[src/rtl/lvds_frame_rx.sv]
// Deframer for the 32-bit LVDS I/Q frame format: hunts for frame alignment on
// the DDR dibit stream, confirms lock, and emits I/Q samples, EOM and errors.
module lvds_frame_rx #(
  parameter int LOCK_FRAMES = 2,
  parameter int MISS_LIMIT  = 3,
  parameter int ERR_W       = 16
) (
  input  logic             clk,
  input  logic             reset,
  input  logic [1:0]       rx_d,
  input  logic             rx_d_valid,
  output logic [12:0]      out_i,
  output logic [12:0]      out_q,
  output logic             out_valid,
  output logic             out_eom,
  output logic             locked,
  output logic             frame_err,
  output logic [ERR_W-1:0] err_count
);

  localparam int GOOD_W = $clog2(LOCK_FRAMES + 1);
  localparam int MISS_W = $clog2(MISS_LIMIT + 1);

  typedef enum logic [1:0] {HUNT, VERIFY, LOCKED} state_t;
  typedef enum logic [1:0] {F_BAD, F_DATA, F_EOM, F_IDLE} frame_t;

  state_t            state, state_nx;
  logic [31:0]       sr, sr_nx;
  logic [3:0]        cnt, cnt_nx;
  logic [GOOD_W-1:0] good, good_nx;
  logic [MISS_W-1:0] miss, miss_nx;
  logic [ERR_W-1:0]  err_nx;
  logic [12:0]       i_nx, q_nx;
  logic              valid_nx, eom_nx, ferr_nx, emit;
  logic              boundary;
  frame_t            cls;

  // rx_d[0] arrived first on the wire, so it lands in the more significant slot.
  assign sr_nx    = {sr[29:0], rx_d[0], rx_d[1]};
  assign boundary = (cnt == 4'd15);
  assign locked   = (state == LOCKED);

  always_comb begin
    cls = F_BAD;
    if (sr_nx == 32'h0)
      cls = F_IDLE;
    else if (sr_nx == 32'h8000_4000)
      cls = F_EOM;
    else if (sr_nx[31:30] == 2'b10 && sr_nx[16] && sr_nx[15:14] == 2'b01 && !sr_nx[0])
      cls = F_DATA;
  end

  // NOTE: every signal written here gets a default first, so no path leaves
  // one unassigned and no latch is inferred.
  always_comb begin
    state_nx = state;
    cnt_nx   = cnt;
    good_nx  = good;
    miss_nx  = miss;
    err_nx   = err_count;
    i_nx     = out_i;
    q_nx     = out_q;
    valid_nx = 1'b0;
    eom_nx   = 1'b0;
    ferr_nx  = 1'b0;
    emit     = 1'b0;
    if (rx_d_valid) begin
      cnt_nx = cnt + 4'd1;
      unique case (state)
        HUNT: begin
          if (cls == F_DATA || cls == F_EOM) begin
            cnt_nx  = 4'd0;
            good_nx = GOOD_W'(1);
            if (LOCK_FRAMES <= 1) begin
              state_nx = LOCKED;
              miss_nx  = '0;
              emit     = 1'b1;
            end else begin
              state_nx = VERIFY;
            end
          end
        end
        VERIFY: begin
          if (boundary) begin
            if (cls == F_DATA || cls == F_EOM) begin
              good_nx = good + GOOD_W'(1);
              if (good_nx >= GOOD_W'(LOCK_FRAMES)) begin
                state_nx = LOCKED;
                miss_nx  = '0;
                emit     = 1'b1;
              end
            end else if (cls == F_BAD) begin
              state_nx = HUNT;
            end
          end
        end
        LOCKED: begin
          if (boundary) begin
            if (cls == F_BAD) begin
              ferr_nx = 1'b1;
              if (err_count != '1)
                err_nx = err_count + ERR_W'(1);
              if (miss + MISS_W'(1) >= MISS_W'(MISS_LIMIT)) begin
                state_nx = HUNT;
                miss_nx  = '0;
              end else begin
                miss_nx = miss + MISS_W'(1);
              end
            end else begin
              miss_nx = '0;
              emit    = 1'b1;
            end
          end
        end
        default: state_nx = HUNT;
      endcase
    end
    // Idle frames reach here too; they simply raise no pulse.
    if (emit) begin
      if (cls == F_DATA) begin
        valid_nx = 1'b1;
        i_nx     = sr_nx[29:17];
        q_nx     = sr_nx[13:1];
      end else if (cls == F_EOM) begin
        eom_nx = 1'b1;
      end
    end
  end

  // NOTE: sequential state uses non-blocking assignments so every register
  // samples the pre-edge values, regardless of statement order.
  always_ff @(posedge clk) begin
    if (reset) state <= HUNT;
    else       state <= state_nx;
  end

  // NOTE: the shift register is plain flops, not a memory, so clearing it on
  // reset is cheap and keeps a mid-frame reset from leaving stale bits.
  always_ff @(posedge clk) begin
    if (reset) begin
      sr        <= '0;
      cnt       <= '0;
      good      <= '0;
      miss      <= '0;
      err_count <= '0;
      out_i     <= '0;
      out_q     <= '0;
      out_valid <= 1'b0;
      out_eom   <= 1'b0;
      frame_err <= 1'b0;
    end else begin
      if (rx_d_valid) sr <= sr_nx;
      cnt       <= cnt_nx;
      good      <= good_nx;
      miss      <= miss_nx;
      err_count <= err_nx;
      out_i     <= i_nx;
      out_q     <= q_nx;
      out_valid <= valid_nx;
      out_eom   <= eom_nx;
      frame_err <= ferr_nx;
    end
  end

endmodule
[config.mk]
export PLATFORM = sky130hd
export DESIGN_NAME = lvds_frame_rx
export DESIGN_NICKNAME = d
export VERILOG_FILES = /design/src/rtl/lvds_frame_rx.sv
export SDC_FILE = /design/constraint.sdc
export NUM_CORES = 1
export LEC_CHECK = 0
export CAP_MARGIN = 15
export CORE_MARGIN = 5
export CORE_UTILIZATION = 35
export CTS_CLUSTER_DIAMETER = 50
export CTS_CLUSTER_SIZE = 8
export DETAILED_ROUTE_END_ITERATION = 12
export HOLD_SLACK_MARGIN = 0.06
export PLACE_DENSITY = 0.67
export SLEW_MARGIN = 20
export SYNTH_ARGS = -nofsm -noshare
export SYNTH_HDL_FRONTEND = slang
export SYNTH_SLANG_ARGS = --single-unit
export TNS_END_PERCENT = 50
[constraint.sdc]
create_clock -name clk -period 2.3 [get_ports clk]
set_input_delay 0.23 -clock clk [delete_from_list [all_inputs] [get_ports clk]]
set_output_delay 0.23 -clock clk [all_outputs]
set_load 0.005 [all_outputs]
==> metrics.yaml <==
run_status:
  run_status: "complete, but fails checks"
  violations: "negative setup slack"
setup_path:
  end_kind: "flop"
  timing.rr.end: "miss[1]$_SDFFE_PP0P_"
  r2r-start: "sr[26]$_SDFFE_PP0P_"
  ff2ff_path_depth: 9
  crit_path_start: "sr[26]$_SDFFE_PP0P_"
  ff2ff_setup_slack_ns: -0.24
  cp.required_ns: 2.57
  cp-start-kind: "flop"
  path_max_fanout: 4
  cp.arrival_ns: 2.81
  endpoint: "miss[1]$_SDFFE_PP0P_"
  worstSetupPathType: "reg -> reg"
clock_tree:
  cts_num_sinks: 85
  cts_tree: "built"
  cts-root-buf: "clkbuf_16"
  htree_levels: 3
  numCtsBuffers: 9
  clockBufferDepth: 2
  clock_latency_ns: 0.34
  path_clk_slew_ns: 0.06
timing:
  max_slew_margin_pct: 64.2
  setup_viol: 33
  finalClockSkew_ns: 0.00612
  rsz0062_at_grt: "yes"
  fin_ws_ns: -0.239
  drv_slew: 0
  worst_pin_slew_ns: 0.537
  max_freq_mhz: 394
  finalCriticalPeriod_ns: 2.54
  hold_ws_ns: 0.239
  timing.final.crit_share_pct: 110
  finalHoldViolCount: 0
pwr:
  p_comb_share_pct: 8.3
  irDropWorstVdd_v: 0.000312
  swShare_pct: 22.8
  seqPwrFrac_pct: 47.5
  leakage_nw: 2.04
  switching_power_mw: 0.719
  clockPowerShare_pct: 44.2
  power.density_mw_per_mm2: 574
  total_power_mw: 3.15
  p_int_mw: 2.43
die:
  io_pins: 51
  die_area_mm2: 0.0136
  fp.dieW_um: 117
  rows: 39
  core_mm2: 0.0113
  dieHeight_um: 117
  initial_utilization_pct: 35.4
yosys:
  muxShareOfSynthArea_pct: 15.2
  yosysTopAreaCellShare_pct: 42.7
  yosysTopAreaCell: "dfxtp_1"
  synth_ff_type: "dfxtp_1"
  syn_nets: 436
  synth.distinct_cells: 46
  async_reset_ff_share_pct: 0
  yosys.area_share.adder_pct: 2.20
  synth_enable_flop_cells: 0
  synthSimpleGateAreaFrac_pct: 26.3
  synthesis.area_mm2: 0.00399
  yosysWarnings: 0
  synth_compound_area_share_pct: 8.63
  yosys_register_bits: 85
  ys_seq_area_share_pct: 42.7
  synth_cells: 424
  postSynthAreaPerCell_um2: 9.40
  synth_xor_area_share_pct: 0.440
  synth.area.top_cells: "dfxtp_1 43%, mux2i_1 14%, nand2b_1 8.9%, nor2_1 4.1%, a21oi_1 2.3%"
  synth_top_family_by_area: "simple AND/OR/NAND/NOR gates"
route:
  drc_errors: 0
  viasPerCell: 4.98
  met1_length_mm: 4.26
  wire_per_inst_um: 14.0
  firstDrtPassIters: 4
  drt_iter0_markers: 224
  dr_total_vias: 3316
  top_layer_used: "met4"
  wl_met2_mm: 4.47
  routed_wl_mm: 9.31
  wl_met3_um: 353
  ant_nets: 0
worst_hold_path:
  hp-class: "in -> reg"
layout:
  area_growth_pct: 37.9
  final_cells: 666
  insertedDiodeCount: 0
  final_nets: 530
  final_layout_size_suffix_gt1_share_pct: 21.8
  final_util_pct: 48.7
placed_design:
  place_inst: 642
  portBuffers: 50
  gp_congestion: 0.807
  place.detailed.hpwl_mm: 6.20
global_routing:
  grt.overflow.total: 0
  grt_pass1_vias: 3280
  grt_usage_pct: 14.2
  grt_pass1_wl_mm: 15.5
  antenna_found_initial: 0
  grt_max_degree: 84
flow_run:
  maxCapViolations: 0
## cell type report
type / count / area, µm²
fill: 1046 / 5780
multi-input combinational: 306 / 2270
sequential: 85 / 1710
timing repair buffer: 109 / 1020
clock buffer: 13 / 270
tap: 143 / 179
inverter: 7 / 26.3
clock inverter: 3 / 18.8
## power groups by stage
stage	clock network, mW	logic, mW	registers, mW
floorplan	0	0.153	1.53
global placement	0	0.219	1.53
detailed placement	0	0.226	1.53
CTS	1.42	0.239	1.50
global route	1.48	0.289	1.50
finish	1.39	0.262	1.50
## sequential cells by signal, summed over array words and instances (netlist names)
register and flops:
sr 30, err_count 16, out_i 13, out_q 13, good 2, state 2, cnt 4, out_valid 1
out_eom 1, miss 2, frame_err 1
## worst min-delay path by stage
stage,slack (ns),depth (start not counted),start,to
2_1_floorplan,0.38,2,rx_d[1],sr[0]$_SDFFE_PP0P_
3_3_place_gp,0.46,2,miss[0]$_SDFFE_PP0P_,miss[0]$_SDFFE_PP0P_
3_5_place_dp,0.46,2,out_q[9]$_SDFFE_PP0P_,out_q[9]$_SDFFE_PP0P_
4_1_cts,0.24,3,rx_d_valid,cnt[1]$_SDFFE_PP0P_
5_1_grt,0.26,3,rx_d_valid,cnt[1]$_SDFFE_PP0P_
6_report,0.24,3,rx_d_valid,cnt[1]$_SDFFE_PP0P_
## worst max-delay path, cell delays in order, from the launching register on
cell and delay (ns):
dfxtp_2 0.34, nor4_4 0.30, nand4_2 0.16, or3_4 0.42, ha_4 0.23, nand2b_4 0.15, o22ai_4 0.12, nand2_2 0.10
or4b_4 0.50, a21oi_2 0.13
## logic make-up after synthesis
group | after synthesis
flip-flops | 85
AO/OA/AOI/OAI | 54
buffers and inverters | 33
multiplexers | 60
adder cells (fa/ha/maj) | 7
AND/OR/NAND/NOR | 183
XOR/XNOR | 2
## synth_stat cells, types with 2 or more instances
master,count
a211oi_1,2
a21oi_1,18
a22oi_1,2
a41oi_1,2
and3_1,6
and4_1,4
buf_1,4
buf_12,3
buf_2,4
clkbuf_1,14
dfxtp_1,85
ha_1,7
inv_1,7
mux2_2,3
mux2i_1,57
nand2_1,14
nand2b_1,57
nand3_1,8
nand4_1,9
nor2_1,43
nor2b_1,7
nor3_1,4
nor3b_1,2
nor4_1,6
nor4_2,3
o21ai_0,15
o31ai_1,6
o41ai_1,2
or3_1,7
or4_1,7
## metrics by stage
step	instance area, µm²	TNS [ns]	worst slack (ns)
final	5490	-5.22	-0.239
after global routing	5490	-10.82	-0.348
after CTS	5400	-3.72	-0.223
after detailed placement	4970	-17.64	-0.606
after global placement	4970	-16.66	-0.541
after floorplan	4020	-3.88	-0.188
## cell usage in the layout, fill, tap and decap left out, types with 7 or more instances in the layout
master	Yosys	final
a21oi_1	18	15
buf_4	1	52
clkbuf_16	0	10
clkdlybuf4s50_1	0	48
dfxtp_1	85	79
inv_1	7	7
mux2i_1	57	57
nand2_1	14	12
nand2b_1	57	54
nand3_1	8	8
nand4_1	9	9
nor2_1	43	42
o21ai_0	15	10
## per-layer routing
layer  track usage [%]  up-vias
li1                  -     1693
met1              17.6     1552
met2              23.4       50
met3              2.80       21
met4              6.80        0
met5                 0        -
## repair_timing
item                                   4_1_cts  5_1_grt
buffers inserted                             6        0
endpoints found under the hold margin        0        0
setup endpoints to repair                   37       37
hold buffers                                 0        0
cloned                                       1        1
pin swaps                                   10       11
gates resized for setup                     19       17
Note: power is estimated with default switching activity, not from simulation.
